===== src/rtl/ras_pkg.sv =====
`default_nettype none
// ============================================================================
// Module      : ras_pkg
// Description : Shared types for the return-address-stack controller.
// Revision    : 1.0 - initial release
// ============================================================================
package ras_pkg;

    typedef enum logic [0:0] {
        RAS_IDLE   = 1'b0,
        RAS_REFILL = 1'b1
    } ras_state_t;

endpackage
`default_nettype wire


===== src/rtl/ras_bram.sv =====
`default_nettype none
// ============================================================================
// Module      : ras_bram
// Description : Dual-port block RAM, port A read-only, port B write-only,
//               1-cycle registered read.
// Revision    : 1.0 - initial release
// ============================================================================
module ras_bram #(
    parameter int DEPTH = 32,
    parameter int WIDTH = 32
) (
    input  logic                     clk,
    input  logic                     rea,
    input  logic [$clog2(DEPTH)-1:0] raddra,
    output logic [WIDTH-1:0]         doa,
    input  logic                     web,
    input  logic [$clog2(DEPTH)-1:0] waddrb,
    input  logic [WIDTH-1:0]         wib
);

    logic [WIDTH-1:0] r_mem [DEPTH];

    always_ff @(posedge clk) begin
        if (web) begin
            r_mem[waddrb] <= wib;
        end
    end

    always_ff @(posedge clk) begin
        if (rea) begin
            doa <= r_mem[raddra];
        end
    end

endmodule
`default_nettype wire


===== src/rtl/ras_ctrl.sv =====
`default_nettype none
// ============================================================================
// Module      : ras_ctrl
// Description : Return-address stack: top entry in flops, remainder spilled
//               to a circular block RAM; one-cycle refill stall after pops.
// Revision    : 1.0 - initial release
// ============================================================================
module ras_ctrl
    import ras_pkg::*;
#(
    parameter int DEPTH = 32,
    parameter int WIDTH = 32
) (
    input  logic                       clk,
    input  logic                       rst,
    input  logic                       push_i,
    input  logic [WIDTH-1:0]           push_addr_i,
    input  logic                       pop_i,
    output logic                       ready_o,
    output logic                       pop_valid_o,
    output logic [WIDTH-1:0]           pop_addr_o,
    output logic                       underflow_o,
    output logic                       overflow_o,
    output logic [$clog2(DEPTH+2)-1:0] count_o
);

    localparam int c_PW = $clog2(DEPTH);
    localparam int c_CW = $clog2(DEPTH+2);
    localparam logic [c_PW-1:0] c_PTR_ONE  = c_PW'(1);
    localparam logic [c_CW-1:0] c_CNT_ONE  = c_CW'(1);
    localparam logic [c_CW-1:0] c_BCNT_MAX = c_CW'(DEPTH);

    ras_state_t       r_state;
    ras_state_t       w_state_nxt;
    logic [WIDTH-1:0] r_top_q;
    logic             r_top_v;
    logic [c_PW-1:0]  r_ptr;
    logic [c_CW-1:0]  r_bcnt;
    logic             r_pop_valid;
    logic [WIDTH-1:0] r_pop_addr;
    logic             r_underflow;
    logic             r_overflow;

    logic             w_push;
    logic             w_pop;
    logic             w_push_only;
    logic             w_pop_only;
    logic             w_both;
    logic             w_bram_nonempty;
    logic             w_rea;
    logic             w_web;
    logic [c_PW-1:0]  w_raddra;
    logic [WIDTH-1:0] w_doa;

    // Acceptance is gated by rst so the RAM is never touched during reset.
    assign ready_o         = (r_state == RAS_IDLE) && !rst;
    assign w_push          = ready_o && push_i;
    assign w_pop           = ready_o && pop_i;
    assign w_both          = w_push && w_pop;
    assign w_push_only     = w_push && !w_pop;
    assign w_pop_only      = w_pop && !w_push;
    assign w_bram_nonempty = (r_bcnt != '0);
    assign w_rea           = w_pop_only && r_top_v && w_bram_nonempty;
    assign w_web           = w_push_only && r_top_v;
    assign w_raddra        = r_ptr - c_PTR_ONE;

    assign pop_valid_o = r_pop_valid;
    assign pop_addr_o  = r_pop_addr;
    assign underflow_o = r_underflow;
    assign overflow_o  = r_overflow;
    assign count_o     = r_bcnt + c_CW'(r_top_v);

    ras_bram #(
        .DEPTH (DEPTH),
        .WIDTH (WIDTH)
    ) u_bram (
        .clk    (clk),
        .rea    (w_rea),
        .raddra (w_raddra),
        .doa    (w_doa),
        .web    (w_web),
        .waddrb (r_ptr),
        .wib    (r_top_q)
    );

    always_comb begin
        w_state_nxt = r_state;
        case (r_state)
            RAS_IDLE:   if (w_rea) w_state_nxt = RAS_REFILL;
            RAS_REFILL: w_state_nxt = RAS_IDLE;
            default:    w_state_nxt = RAS_IDLE;
        endcase
    end

    always_ff @(posedge clk) begin
        if (rst) begin
            r_state <= RAS_IDLE;
        end else begin
            r_state <= w_state_nxt;
        end
    end

    always_ff @(posedge clk) begin
        if (rst) begin
            r_top_q     <= '0;
            r_top_v     <= 1'b0;
            r_ptr       <= '0;
            r_bcnt      <= '0;
            r_pop_valid <= 1'b0;
            r_pop_addr  <= '0;
            r_underflow <= 1'b0;
            r_overflow  <= 1'b0;
        end else begin
            r_pop_valid <= 1'b0;
            r_underflow <= 1'b0;
            r_overflow  <= 1'b0;

            if (r_state == RAS_REFILL) begin
                r_top_q <= w_doa;
            end

            if (w_pop) begin
                r_pop_valid <= 1'b1;
                r_pop_addr  <= r_top_v ? r_top_q : '0;
                r_underflow <= !r_top_v;
            end

            if (w_push) begin
                r_top_q <= push_addr_i;
                r_top_v <= 1'b1;
            end

            // Circular spill: at full occupancy the write overwrites the oldest entry.
            if (w_web) begin
                r_ptr <= r_ptr + c_PTR_ONE;
                if (r_bcnt == c_BCNT_MAX) begin
                    r_overflow <= 1'b1;
                end else begin
                    r_bcnt <= r_bcnt + c_CNT_ONE;
                end
            end

            if (w_pop_only && r_top_v) begin
                if (w_bram_nonempty) begin
                    r_ptr  <= r_ptr - c_PTR_ONE;
                    r_bcnt <= r_bcnt - c_CNT_ONE;
                end else begin
                    r_top_v <= 1'b0;
                end
            end
        end
    end

endmodule
`default_nettype wire


===== config.mk =====
export PLATFORM = sky130hd
export DESIGN_NAME = ras_ctrl
export DESIGN_NICKNAME = d
export VERILOG_FILES = /design/src/rtl/ras_pkg.sv /design/src/rtl/ras_bram.sv /design/src/rtl/ras_ctrl.sv
export SDC_FILE = /design/constraint.sdc
export NUM_CORES = 1
export LEC_CHECK = 0
export CORE_MARGIN = 10
export CORE_UTILIZATION = 37
export DETAILED_ROUTE_END_ITERATION = 7
export HOLD_SLACK_MARGIN = 0.02
export RECOVER_POWER = 50
export SLEW_MARGIN = 40
export SYNTH_ARGS = -nofsm -noshare
export SYNTH_HDL_FRONTEND = slang
export SYNTH_HIERARCHICAL = 1
export SYNTH_SLANG_ARGS = --single-unit

===== constraint.sdc =====
create_clock -name clk -period 8.4 [get_ports clk]
set_input_delay 1.26 -clock clk [delete_from_list [all_inputs] [get_ports clk]]
set_output_delay 1.26 -clock clk [all_outputs]
set_load 0.03 [all_outputs]

==> results.yml, run 1 <==
cts:
  clk_latency_ns: 0.69
  cts_tree: "built"
  clk_pin_slew_ns: 0.06
  clockBufferDepth: 3
  post-cts-setup-buffers: 0
  clock_sinks: 1136
  cts_buffers: 111
  cts-hold-fix-buffers: 0
  ctsHtreeMaxLevel: 3
  cts-root-buf: "clkbuf_16"
  cts_resized: 0
place:
  globalplace.congestion: 0.779
  dpl_cell_area_mm2: 0.0478
  dpl.hpwl_um: 65600
  port-buffer-count: 77
sta:
  setup_tns_ns: 0
  min_period_ns: 6.13
  final_hold_viol_count: 0
  drv_slew: 920
  slew-limit-headroom_pct: -128
  timing.fmax_mhz: 163
  worst_pin_slew_ns: 3.42
  setup_viol: 0
  post-route-period-util_pct: 73.0
  rsz0062_at_grt: "no"
  clock-skew-final_ns: 0.0242
yosys:
  ys_ff_latch: 1136
  synth_area_per_cell_um2: 16.4
  synth_area_leaders: "edfxtp_1, mux2i_1, dfxtp_1, a21oi_1, a22oi_1"
  yosysWarnings: 6
  synth.largest_area_cell: "edfxtp_1"
  muxShareOfSynthArea_pct: 12.2
  yosysSeqAreaShare_pct: 74.7
  syn_nets: 2756
  synth_top_cell_area_share_pct: 71.2
  synth_cell_types: 56
  synth_top_family_by_area: "multiplexers"
  synthAdderAreaFrac_pct: 0.197
  synth_compound_area_share_pct: 5.67
  synthFlopType: "edfxtp_1"
  synthArstFlopShare_pct: 0
  synthSimpleGateAreaFrac_pct: 4.62
  synth_edf_count: 1056
  syn-instance-count: 2713
  synth_xor_area_share_pct: 0.216
  syn_area_mm2: 0.0446
critical_path:
  crit_required_ns: 8.77
  crit_fanout: 40
  crit_start: "push_i"
  end_kind: "flip-flop"
  r2r-start: "r_ptr[0]$_SDFF_PP0_"
  crit_chain: "clkbuf_1 -> nand2b_1 -> nor2_1 -> buf_4 -> or3b_2 -> nor2_4 -> buf_8"
  critPathLaunchType: "input port"
  critPathKind: "in2reg"
  cp.arrival_ns: 6.50
  slowest_stage: "clkbuf_1"
  critPathMaxStageDelay_ns: 2.36
final_layout:
  drive_above_1_share_pct: 9.95
  final_area_mm2: 0.0515
  nets: 2870
  syn_to_final_growth_pct: 15.5
pwr:
  power_frac_clock_pct: 42.5
  intPower_mw: 9.29
  comb_power_share_pct: 3.9
  power.switching_mw: 2.46
  power.total_mw: 11.8
  swShare_pct: 20.9
  p_leak_nw: 19.9
  ir_worst_vdd_mv: 0.157
  power.density_mw_per_mm2: 228
  seq_power_share_pct: 53.5
drt:
  firstDrtPassIters: 8
  drt_iter0_markers: 2312
  post_drt_wl_per_cell_um: 23.6
  vias_per_cell: 5.30
  finalWirelength_um: 107000
  drc: 0
  vias: 24100
  ant_nets: 0
floorplan:
  start_util_pct: 37.2
  die_w_um: 367
  die_y_um: 367
  rows: 127
  core_mm2: 0.120
  design.die.area_mm2: 0.135
  io_pins: 78
global_routing:
  grt_first_pass_wirelength_um: 158000
  overflow: 0
  globalRouteTotalUtil_pct: 15.3
  antenna_found_initial: 1
  grt_pass1_vias: 23100
  grt_max_degree: 97
min_path:
  hp-start: "pop_addr_o[7]$_SDFFE_PP0P_"
  hp-class: "reg2reg"
run:
  drv_cap: 27
run_status:
  status: "finished with violations"
  violations: "max-capacitance violations, max-slew violations"
sequential cells by signal, indices dropped and copies added (netlist names), 5 cells and up:
register,cells
r_top_q,32
pop_addr_o,32
u_bram/doa,32
r_ptr,5
u_bram/r_mem,1024
r_bcnt,6
final timing paths:
check                                        end  cells after the start  slack, ns
setup reg to reg         u_bram/doa[7]$_DFFE_PP_                      9       3.96
hold reg to reg       pop_addr_o[7]$_SDFFE_PP0P_                      2       0.45
setup / recovery  u_bram/r_mem[12][24]$_DFFE_PP_                      7       2.27
hold / removal        pop_addr_o[7]$_SDFFE_PP0P_                      2       0.45
per-stage QoR:
step	hold slack [ns]	util, %	worst slack, ns	instances
after detailed placement	0.445	39.9	3.84	4323
final	0.445	43.0	2.27	4538
after global routing	0.461	43.0	2.00	4536
after CTS	0.454	43.0	3.89	4533
after global placement	0.441	39.3	3.27	4283
after floorplan	0.452	-	3.71	2713
cell usage in the layout, fill, tap and decap left out, types with 3 or more instances in the layout:
cell type / count
edfxtp_1: 1056
mux2i_1: 545
a21oi_1: 166
nand3_1: 137
nand2_1: 135
clkbuf_16: 111
a22oi_1: 96
dfxtp_1: 78
nor2_1: 74
a22o_1: 64
clkbuf_1: 43
nor3_1: 41
clkdlybuf4s50_1: 40
dlygate4sd3_1: 35
nor2_4: 33
a31oi_1: 32
buf_8: 27
buf_4: 24
clkinv_1: 21
clkbuf_8: 17
clkinv_2: 14
buf_16: 12
bufinv_16: 11
inv_1: 10
a211oi_1: 8
nand3b_1: 8
xnor2_1: 7
ha_1: 7
buf_12: 5
xor2_1: 4
clkinv_8: 4
inv_6: 4
clkinvlp_4: 4
buf_6: 4
nand2b_1: 3
or3b_2: 3
power groups by stage:
stage | Clock (mW) | Combinational, mW | Sequential (mW)
floorplan | 0 | 0.281 | 6.39
global placement | 0 | 0.457 | 6.41
detailed placement | 0 | 0.462 | 6.41
CTS | 5.09 | 0.463 | 6.29
global route | 5.31 | 0.501 | 6.29
finish | 5.00 | 0.463 | 6.29
Yosys cell counts, drive strengths merged, types with 4 or more instances:
master	count
edfxtp	1056
clkbuf	71
a22o	64
nor2	107
a31oi	32
xnor2	7
buf	94
xor2	4
or3b	4
mux2i	545
nand3b	8
ha	7
a21oi	166
a22oi	97
nand3	138
inv	12
nor3	42
a211oi	9
nand2	136
dfxtp	80
nand2b	5
cell type report:
class | instances | area (µm²)
clock buffer | 151 | 3100
multi-input combinational | 1399 | 10500
clock inverter | 59 | 618
fill | 10600 | 68300
antenna | 2 | 5.00
timing repair buffer | 167 | 1890
inverter | 12 | 55.1
sequential | 1136 | 33300
tap | 1612 | 2020
cell families (layout without fill, tap and decap cells):
group,count (synthesis),in the layout
other cells,0,2
simple gates,455,455
mux,545,545
flops,1136,1136
compound gates,381,381
buf+inv,178,389
fa+ha+maj,7,7
xor+xnor,11,11
critical path: cells and delay by family:
family	cells	cell delay [ns]
and+or+nand+nor	4	2.35
buffers and inverters	3	2.84
per-layer routing:
layer	vias up	part of all wire, %	GRT usage, %
li1	10800	-	-
met1	12300	47	23.0
met2	798	44	22.4
met3	115	7.2	3.29
met4	0	2.0	3.76
met5	-	0	0
Note: power is estimated with default switching activity, not from simulation.
==> inputs of run 2 (changes only) <==
==> constraint.sdc (replaced) <==
create_clock -name clk -period 5.4 [get_ports clk]
set_input_delay 0.81 -clock clk [delete_from_list [all_inputs] [get_ports clk]]
set_output_delay 0.81 -clock clk [all_outputs]
set_load 0.03 [all_outputs]
==> results.yml, run 2 (same netlist as run 1, synthesis figures left out) <==
critical_path:
  crit_fanout: 44
  critPathLaunchType: "input port"
  crit_required_ns: 5.93
  cp.arrival_ns: 4.89
  end_kind: "flip-flop"
  critPathKind: "in2reg"
final_layout:
  syn_to_final_growth_pct: 15.6
  final_cell_mix: "edfxtp_1, mux2i_1, a21oi_1"
  largest_reg_flops: 1024
  top_register: "u_bram/r_mem"
  nFillCells: 10600
  drive_above_1_share_pct: 10.5
  final_common_cell: "edfxtp_1"
  multiInputGateArea_mm2: 0.0105
  nets: 2888
  finalCoreUtilization_pct: 43.0
  regArea_mm2: 0.0333
  stdcell_count: 4557
pwr:
  power.density_mw_per_mm2: 354
  ir_worst_vdd_mv: 0.270
  power.total_mw: 18.3
  p_leak_nw: 19.9
cts:
  clk_latency_ns: 0.70
  cts-root-buf: "clkbuf_16"
  cts-hold-fix-buffers: 0
  clockBufferDepth: 3
  clock_sinks: 1136
  cts_resized: 0
  ctsHtreeMaxLevel: 3
  cts_tree: "built"
  post-cts-setup-buffers: 0
  clk_pin_slew_ns: 0.06
  cts_buffers: 113
global_routing:
  antenna_found_initial: 2
  overflow: 0
  grt_first_pass_wirelength_um: 161000
  grt_max_degree: 111
  grt_pass1_vias: 23400
  globalRouteTotalUtil_pct: 15.8
sta:
  setup_viol: 0
  drv_slew: 795
  clock-skew-final_ns: 0.0392
  min_period_ns: 4.36
  slew-limit-headroom_pct: -128
  post-route-period-util_pct: 80.8
  fin_ws_ns: 1.04
  rsz0062_at_grt: "no"
  timing.fmax_mhz: 229
  final_hold_viol_count: 0
  setup_tns_ns: 0
  worst_pin_slew_ns: 3.42
drt:
  ant_nets: 0
  drt_iter0_markers: 2241
  drc: 0
  firstDrtPassIters: 6
  post_drt_wl_per_cell_um: 24.2
  finalWirelength_um: 110000
  vias_per_cell: 5.25
  vias: 23900
place:
  dp_slack_ns: 0.733
  place_inst: 4340
  dpl.hpwl_um: 68600
  port-buffer-count: 77
  globalplace.congestion: 0.793
floorplan:
  die_w_um: 367
  core_mm2: 0.120
  die_y_um: 367
  start_util_pct: 37.2
  io_pins: 78
  rows: 127
  design.die.area_mm2: 0.135
run:
  drv_cap: 24
min_path:
  hp-class: "reg2reg"
run_status:
  status: "finished with violations"
  violations: "max-capacitance violations, max-slew violations"
==> run 2: changes by cell type in the layout (fill, tap and decap cells not counted), sizes merged <==
cell,before,now
clkbuf,171,175
buf,72,86
bufinv,11,8
clkinvlp,4,7
dlygate4sd3,35,20
clkinv,40,41
clkdlybuf4s50,40,55
==> run 2: layout make-up <==
| class | instances | share of cell area [%] |
|---|---|---|
| Sequential cell | 1136 | 64.7 |
| Inverter | 12 | 0.107 |
| Clock buffer | 153 | 6.08 |
| Tap cell | 1612 | 3.92 |
| Clock inverter | 60 | 1.08 |
| Multi-Input combinational cell | 1399 | 20.4 |
| Antenna cell | 2 | 0.00972 |
| Timing Repair Buffer | 183 | 3.75 |
==> run 2: critical path, stage by stage <==
cell	delay, ns
clkbuf_1	0.11
clkbuf_1	2.41
and2b_1	0.43
o211ai_4	0.19
inv_4	0.36
a211oi_1	0.44
a211oi_1	0.10
==> run 2: path summary, 6_finish.rpt <==
check             cells after the start  slack (ns)                             to                   startpoint
setup reg to reg                      6        1.09  u_bram/r_mem[5][21]$_DFFE_PP_           r_state$_SDFF_PP0_
hold reg to reg                       2        0.45    pop_addr_o[22]$_SDFFE_PP0P_  pop_addr_o[22]$_SDFFE_PP0P_
hold / removal                        2        0.45    pop_addr_o[22]$_SDFFE_PP0P_  pop_addr_o[22]$_SDFFE_PP0P_
setup / recovery                      7        1.04           r_bcnt[1]$_SDFF_PP0_                       push_i
==> run 2: per-stage QoR <==
step,instance area (µm²),hold WS [ns]
6_report,51500,0.445
3_5_place_dp,47900,0.445
4_1_cts,51600,0.452
3_3_place_gp,47600,0.439
2_1_floorplan,44600,0.452
5_1_grt,51500,0.464
==> run 2: power by group <==
| group | switching (mW) | total, mW | internal [mW] | leakage, nW |
|---|---|---|---|---|
| clock | 3.28 | 7.72 | 4.45 | 1.79 |
| combinational | 0.495 | 0.751 | 0.255 | 7.73 |
| sequential | 0.111 | 9.78 | 9.67 | 10.3 |
| total | 3.88 | 18.3 | 14.4 | 19.9 |
==> run 2: metal layers <==
metal	global-route usage, %	up-vias	routed length [µm]
met5	0	-	12
met3	2.95	150	6790
met4	4.81	2	2980
met1	22.1	12200	49100
li1	-	10900	-
met2	25.0	717	51600
